==> src/rtl/cond_issue_ctrl.sv <==
// Issue-stage condition controller: owns NZCV, tracks in-flight flag setters and
// emits a registered execute/annul decision per accepted instruction.
module cond_issue_ctrl #(
   parameter int unsigned TAG_W    = 4,
   parameter int unsigned MAX_PEND = 3
) (
   input  logic             i_clk,
   input  logic             i_rst,
   input  logic             i_in_valid,
   output logic             o_in_ready,
   input  logic [3:0]       i_in_cond,
   input  logic             i_in_set_flags,
   input  logic [TAG_W-1:0] i_in_tag,
   output logic             o_ex_valid,
   input  logic             i_ex_ready,
   output logic             o_ex_execute,
   output logic [TAG_W-1:0] o_ex_tag,
   input  logic             i_wb_flags_valid,
   input  logic [3:0]       i_wb_flags,
   input  logic             i_sr_wr_en,
   input  logic [3:0]       i_sr_wr_data,
   output logic [3:0]       o_flags,
   output logic             o_pend_err
);

   localparam int unsigned CNT_W = $clog2(MAX_PEND + 1);

   logic [3:0]       r_flags;
   logic [CNT_W-1:0] r_pend;
   logic             r_ex_valid;
   logic             r_ex_execute;
   logic [TAG_W-1:0] r_ex_tag;
   logic             r_pend_err;

   logic [3:0]       w_flags_next;
   logic             w_z, w_c, w_n, w_v;
   logic             w_cond_ok;
   logic             w_dec;
   logic             w_inc;
   logic             w_uncond;
   logic             w_flag_stall;
   logic             w_pend_full;
   logic             w_accept;
   logic [CNT_W-1:0] w_pend_eff;
   logic [CNT_W-1:0] w_pend_next;

   // Direct status-register writes take priority over ALU writeback.
   always_comb begin
      w_flags_next = r_flags;
      if (i_sr_wr_en) begin
         w_flags_next = i_sr_wr_data;
      end else if (i_wb_flags_valid) begin
         w_flags_next = i_wb_flags;
      end
   end

   assign {w_z, w_c, w_n, w_v} = w_flags_next;

   // Evaluated on next-state flags so a same-cycle writeback is bypassed.
   always_comb begin
      w_cond_ok = 1'b0;
      unique case (i_in_cond)
         4'd0:  w_cond_ok = w_z;
         4'd1:  w_cond_ok = ~w_z;
         4'd2:  w_cond_ok = w_c;
         4'd3:  w_cond_ok = ~w_c;
         4'd4:  w_cond_ok = w_n;
         4'd5:  w_cond_ok = ~w_n;
         4'd6:  w_cond_ok = w_v;
         4'd7:  w_cond_ok = ~w_v;
         4'd8:  w_cond_ok = w_c & ~w_z;
         4'd9:  w_cond_ok = ~w_c | w_z;
         4'd10: w_cond_ok = (w_n == w_v);
         4'd11: w_cond_ok = (w_n != w_v);
         4'd12: w_cond_ok = ~w_z & (w_n == w_v);
         4'd13: w_cond_ok = w_z | (w_n != w_v);
         4'd14: w_cond_ok = 1'b1;
         4'd15: w_cond_ok = 1'b0;
         default: w_cond_ok = 1'b0;
      endcase
   end

   assign w_dec        = i_wb_flags_valid & (r_pend != '0);
   assign w_pend_eff   = r_pend - CNT_W'(w_dec);
   assign w_uncond     = &i_in_cond[3:1];
   assign w_flag_stall = ~w_uncond & (w_pend_eff != '0);
   assign w_pend_full  = i_in_set_flags & (w_pend_eff == CNT_W'(MAX_PEND));

   assign o_in_ready = (~r_ex_valid | i_ex_ready) & ~w_flag_stall & ~w_pend_full;

   // Reset dominates, so nothing offered during rst is taken.
   assign w_accept    = i_in_valid & o_in_ready & ~i_rst;
   assign w_inc       = w_accept & i_in_set_flags & w_cond_ok;
   assign w_pend_next = w_pend_eff + CNT_W'(w_inc);

   always_ff @(posedge i_clk) begin
      if (i_rst) begin
         r_flags      <= 4'b0000;
         r_pend       <= '0;
         r_ex_valid   <= 1'b0;
         r_ex_execute <= 1'b0;
         r_ex_tag     <= '0;
         r_pend_err   <= 1'b0;
      end else begin
         r_flags <= w_flags_next;
         r_pend  <= w_pend_next;
         if (i_wb_flags_valid && (r_pend == '0)) begin
            r_pend_err <= 1'b1;
         end
         if (w_accept) begin
            r_ex_valid   <= 1'b1;
            r_ex_execute <= w_cond_ok;
            r_ex_tag     <= i_in_tag;
         end else if (i_ex_ready) begin
            r_ex_valid <= 1'b0;
         end
      end
   end

   assign o_ex_valid   = r_ex_valid;
   assign o_ex_execute = r_ex_execute;
   assign o_ex_tag     = r_ex_tag;
   assign o_flags      = r_flags;
   assign o_pend_err   = r_pend_err;

endmodule

==> config.mk <==
export PLATFORM = sky130hd
export DESIGN_NAME = cond_issue_ctrl
export DESIGN_NICKNAME = d
export VERILOG_FILES = /design/src/rtl/cond_issue_ctrl.sv
export SDC_FILE = /design/constraint.sdc
export NUM_CORES = 1
export LEC_CHECK = 0
export CORE_MARGIN = 2
export CORE_UTILIZATION = 43
export CTS_BUF_LIST = sky130_fd_sc_hd__clkbuf_8
export DETAILED_ROUTE_END_ITERATION = 10
export PLACE_DENSITY_LB_ADDON = 0.05
export SYNTH_ARGS = -nofsm -noshare
export SYNTH_HDL_FRONTEND = slang
export SYNTH_SLANG_ARGS = --single-unit
==> constraint.sdc <==
create_clock -name i_clk -period 5.6 [get_ports i_clk]
set_input_delay 1.12 -clock i_clk [delete_from_list [all_inputs] [get_ports i_clk]]
set_output_delay 1.12 -clock i_clk [all_outputs]
set_load 0.01 [all_outputs]
Yosys cells after proc, flatten, opt, wreduce, memory -nomap -nowiden
Cells that the tools add are included.

Flip-flop bits (word level): 13. Input port bits: 23. Word-level logic and storage cells: 61.

Add/subtract/negate cells: 2. Eq/ne operators: 18. Mux-type cells: 5. Bitwise logic cells: 23. Reduce and logical (&&, ||, !) cells: 7.

Operators by type and width (count): equality test 4 bit, second input constant (8); equality test 4 x 3 -> 1 bit, second input constant (4); case mux 1 bit (16 select lines) (1); bitwise AND 1 bit (11); NOT 1 bit (9); equality test 4 x 2 -> 1 bit, second input constant (2); two-way mux 4 bit (2); nonzero test 2 bit (3); equality test 4 x 1 -> 1 bit, second input constant (1); zero test 4 bit (1); OR 1 bit (3); AND reduction 3 bit (1); adder 2 x 1 -> 2 bit (1); equality test 2 bit, second input constant (1); zero test 2 bit (1); two-way mux 1 bit (2); subtractor 2 x 1 -> 2 bit (1); equality test 1 bit (1); logical AND 1 bit (1); inequality test 1 bit (1).

Logic depth before layout (Yosys ltp)
Depth after elaboration: 13. Mapped depth: 12. Depth with buffers taken out: 12.

Worst setup path after synthesis
OpenSTA, ideal clock, no wires.

Kind: input-to-reg. From: in i_wb_flags_valid. To: reg r_pend[0]. Arrival time: 3189 ps. Setup slack: 2297 ps. Stages: 11. Cells stage by stage: buf_6 nor2b_1 ha_1 xor2_1 a21boi_2 o211ai_4 o21bai_1 or3b_2 a31oi_2 ha_1 nor2b_1.

Cells in the longest elaborated chain, start to end: 12. Elaborated cells on any way between the ends: 28. Those cells by class: 2 x add/sub; 3 x eq/ne; 3 x mux; 19 x bitwise; 1 x reduce/logical.

RTL lines: start, declared (line 18) `input logic i_wb_flags_valid,`; bitwise AND 1 bit (line 83) `assign w_dec = i_wb_flags_valid & (r_pend != '0);`; subtractor 2 x 1 -> 2 bit (line 84) `assign w_pend_eff = r_pend - CNT_W'(w_dec);`; nonzero test 2 bit (line 86) `assign w_flag_stall = ~w_uncond & (w_pend_eff != '0);`; bitwise AND 1 bit (line 86); NOT 1 bit (line 89) `assign o_in_ready = (~r_ex_valid | i_ex_ready) & ~w_flag_stall & ~w_pend_full;`; bitwise AND 1 bit (2 in series) (line 89); bitwise AND 1 bit (2 in series) (line 92) `assign w_accept = i_in_valid & o_in_ready & ~i_rst;`; bitwise AND 1 bit (2 in series) (line 93) `assign w_inc = w_accept & i_in_set_flags & w_cond_ok;`; adder 2 x 1 -> 2 bit (*) (line 94) `assign w_pend_next = w_pend_eff + CNT_W'(w_inc);`; via w_pend_next[0] (line 45) `logic [CNT_W-1:0] w_pend_next;`; end signal, assigned (line 106) `r_pend <= w_pend_next;`; end, declared (line 29) `logic [CNT_W-1:0] r_pend;`.

Mark *: on every way through the listed nets, which the timed path passes. The rest lies on a longest branch. A chain may end at the register's enable or synchronous reset.

Worst setup path after layout
From: in i_wb_flags_valid. To: out o_in_ready.

Cells in the longest elaborated chain, start to end: 7. Elaborated cells on any way between the ends: 10. Those cells by class: 1 x add/sub; 1 x eq/ne; 7 x bitwise; 1 x reduce/logical.

RTL lines: bitwise AND 1 bit (*) (line 83); subtractor 2 x 1 -> 2 bit (*) (line 84); nonzero test 2 bit (line 86); bitwise AND 1 bit (line 86); NOT 1 bit (line 89); bitwise AND 1 bit (line 89); bitwise AND 1 bit (*) (line 89); end, declared (line 10) `output logic o_in_ready,`.

Every way passes the cells marked *; elsewhere a longest branch is shown, timed or not.

==> out/metrics.csv <==
stage,metric,value,unit
cts,cts_tree,yes,
logic_synthesis,synth-edff-count,0,
logic_synthesis,yosysWarnings,0,
global_route,grt.total_usage,0.1799,
cts,cts.sinks,13,
power,irDropWorstVdd,271.2,uV
logic_synthesis,async_flop_share,0,
cts,cts.repair.resized,0,
floorplan,fp.dieW,49.20,microns
cts,post-cts-setup-buffers,0,
sta,drv_slew,0,
setup_path,cpPeakStageDelay,0.63,ns
setup_path,cp_common_cell,clkdlybuf4s50_1,
logic_synthesis,yosysSeqAreaShare,0.2963,
floorplan,rows,16,
setup_path,worstSetupEndpointType,output pin,
global_route,grt_pass1_wl,3498,microns
detailed_routing,drtIter0Drc,7,
detailed_routing,wire_per_inst,11.85,microns
sta,rsz0062_at_grt,false,
logic_synthesis,synth_seq_cells,13,
logic_synthesis,yosysUniqueCellTypes,39,
logic_synthesis,synth_top_area_cell,dfxtp_1,
setup_path,path_class,in2out,
global_route,antenna_found_initial,0,
floorplan,dieArea,2420,sq um
sta,fin_ws,1.257,ns
placement,portBuffers,34,
setup_path,worstSetupStartpointType,input port,
setup_path,crit_fanout,6,
setup_path,crit_chain,"clkdlybuf4s50_1, nor2b_1, ha_1, xor2_1, a21oi_2, o21a_1, clkdlybuf4s50_1",
logic_synthesis,ys.flop_type,dfxtp_1,
placement,dp_slack,1.257,ns
power,power_leakage,0.4956,nW
global_route,grt_max_degree,15,
floorplan,core_area,1942,sq um
setup_path,crit_family,buffers and inverters,
layout,antenna_cells,0,
cts,root_buffer,clkbuf_8,
layout,nFillCells,164,
layout,synthToLayoutAreaGrowth,44.44,%
sta,finalClockSkew,0.002537,ns
layout,regArea,260.3,sq um
global_route,grt_pass1_vias,804,
setup_path,cp_num_buf_inv,2,
logic_synthesis,synth_fp_nets,124,
detailed_routing,route.detailed.drc,0,
logic_synthesis,synthesis.area,878.3,sq um
cts,cts_hold_buf,0,
placement,gp_congestion,0.8840,
logic_synthesis,syn_avg_cell_area,8.872,sq um
layout,finish.net_count,158,
detailed_routing,routed_wl,1884,microns
layout,drive_gt1_frac,0.1212,
detailed_routing,ant_nets,0,
detailed_routing,drtPass1Iterations,4,
floorplan,io-pin-count,35,
cts,h-tree-depth,1,
cts,cts_buffers,3,
logic_synthesis,synth_top_area_frac,0.2963,
sta,max_slew.worst_pin.slew,0.5411,ns
min_path,hold_path.class,reg2reg,
setup_path,arrival,3.22,ns
floorplan,start_util,0.4523,
global_route,grt_overflow_total,0,
flow_run,maxCapViolCount,0,
detailed_routing,viasPerCell,4.962,
setup_path,required,4.48,ns
sta,relSlewSlack,0.6289,
setup_path,crit_path_top_delay_cell,clkdlybuf4s50_1,
sta,fin_crit,4.343,ns
sta,finalSetupTns,0,ns
cts,clk_latency,0.23,ns
logic_synthesis,synthCells,99,
detailed_routing,vias,789,
cts,clkTransAtPathRegs,0.05,ns
cts,cts_buffer_depth,2,
outcome,status,"finished, final reports clean",
layout,multi_input_area,578.1,sq um
sta,finalSetupViolations,0,
floorplan,die_h,49.20,microns
power,power.density,337.7,nW/um^2
placement,dp_hpwl,1530,microns
sta,timing.final.crit_share,0.7755,
sta,max_freq,0.2303,GHz
sta,hold_viol_final,0,
logic_synthesis,netlist_top_cells_area,"dfxtp_1, mux2i_1, nor2_1, mux2_4, nand2_1",
## registers in the layout, summed over array words and instances, names as in the netlist
name / count
o_ex_execute: 1
r_pend: 2
o_ex_tag: 4
o_ex_valid: 1
o_flags: 4
o_pend_err: 1
## power by group
part | leakage, nW | total [mW] | internal (mW) | switching (mW)
Clock | 0.0269 | 0.0769 | 0.0480 | 0.0288
Combinational | 0.361 | 0.225 | 0.123 | 0.103
Sequential | 0.107 | 0.126 | 0.115 | 0.0114
## area by class of cell
cell class,count,share of cell area
timing repair buffer,34,0.2682
inverter,3,0.008876
tap,27,0.02663
sequential,13,0.2051
clock buffer,3,0.03254
multi-input combinational,78,0.4556
clock inverter,1,0.002959
## cell families after synthesis
kind of cell / synth area share
DFF: 0.2963
AOI/OAI and AO/OA: 0.2294
and+or+nand+nor: 0.2165
adders and majority gates: 0.02849
muxes: 0.1439
xor gates and xnor gates: 0.03989
buffers and inverters: 0.04559
## synthesized netlist by cell type, drive strengths merged, types with 2 or more instances
master,n
nor2,16
dfxtp,13
nand2,8
mux2i,7
a21oi,5
mux2,4
nor2b,4
o21ai,4
buf,3
inv,3
xnor2,3
and3,2
clkbuf,2
ha,2
nand2b,2
nand3,2
o211ai,2
o21a,2
or2b,2
## worst paths after layout
kind / from / end / slack (ns) / cells after the start
setup reg to reg: r_pend[1] / r_pend[0] / 2.98 / 11
hold / removal: o_pend_err / o_pend_err / 0.47 / 2
hold reg to reg: o_pend_err / o_pend_err / 0.47 / 2
setup / recovery: i_wb_flags_valid / o_in_ready / 1.26 / 7
## metal layers
layer	track usage	routed length [microns]
met1	0.2046	827
met2	0.3378	941
met3	0.05521	105
met4	0.01429	10
met5	0	0
## per-stage QoR
stage | instances | hold slack, ns | cell area [sq um] | power (mW) | util
2_1_floorplan | 99 | 0.5024 | 878.3 | 0.2706 | -
3_3_place_gp | 155 | 0.4556 | 1224 | 0.3485 | 0.6302
3_5_place_dp | 155 | 0.4632 | 1224 | 0.3554 | 0.6302
4_1_cts | 159 | 0.4746 | 1269 | 0.4360 | 0.6534
5_1_grt | 159 | 0.5230 | 1269 | 0.4636 | 0.6534
6_report | 159 | 0.4746 | 1269 | 0.4285 | 0.6534
## layout by cell type, fill, tap and decap left out, drive strengths merged, types with 3 or more instances in the layout
cell / instances
clkdlybuf4s50: 34
nor2: 16
dfxtp: 13
nand2: 8
mux2i: 7
a21oi: 5
nor2b: 4
inv: 4
o21ai: 4
mux2: 4
xnor2: 3
clkbuf: 3
## worst min-delay path, stage by stage, from the launching register on
cell,delay (ns)
dfxtp_1,0.33
a21oi_1,0.04
nor2_1,0.07
(Power assumes the default switching activity.)
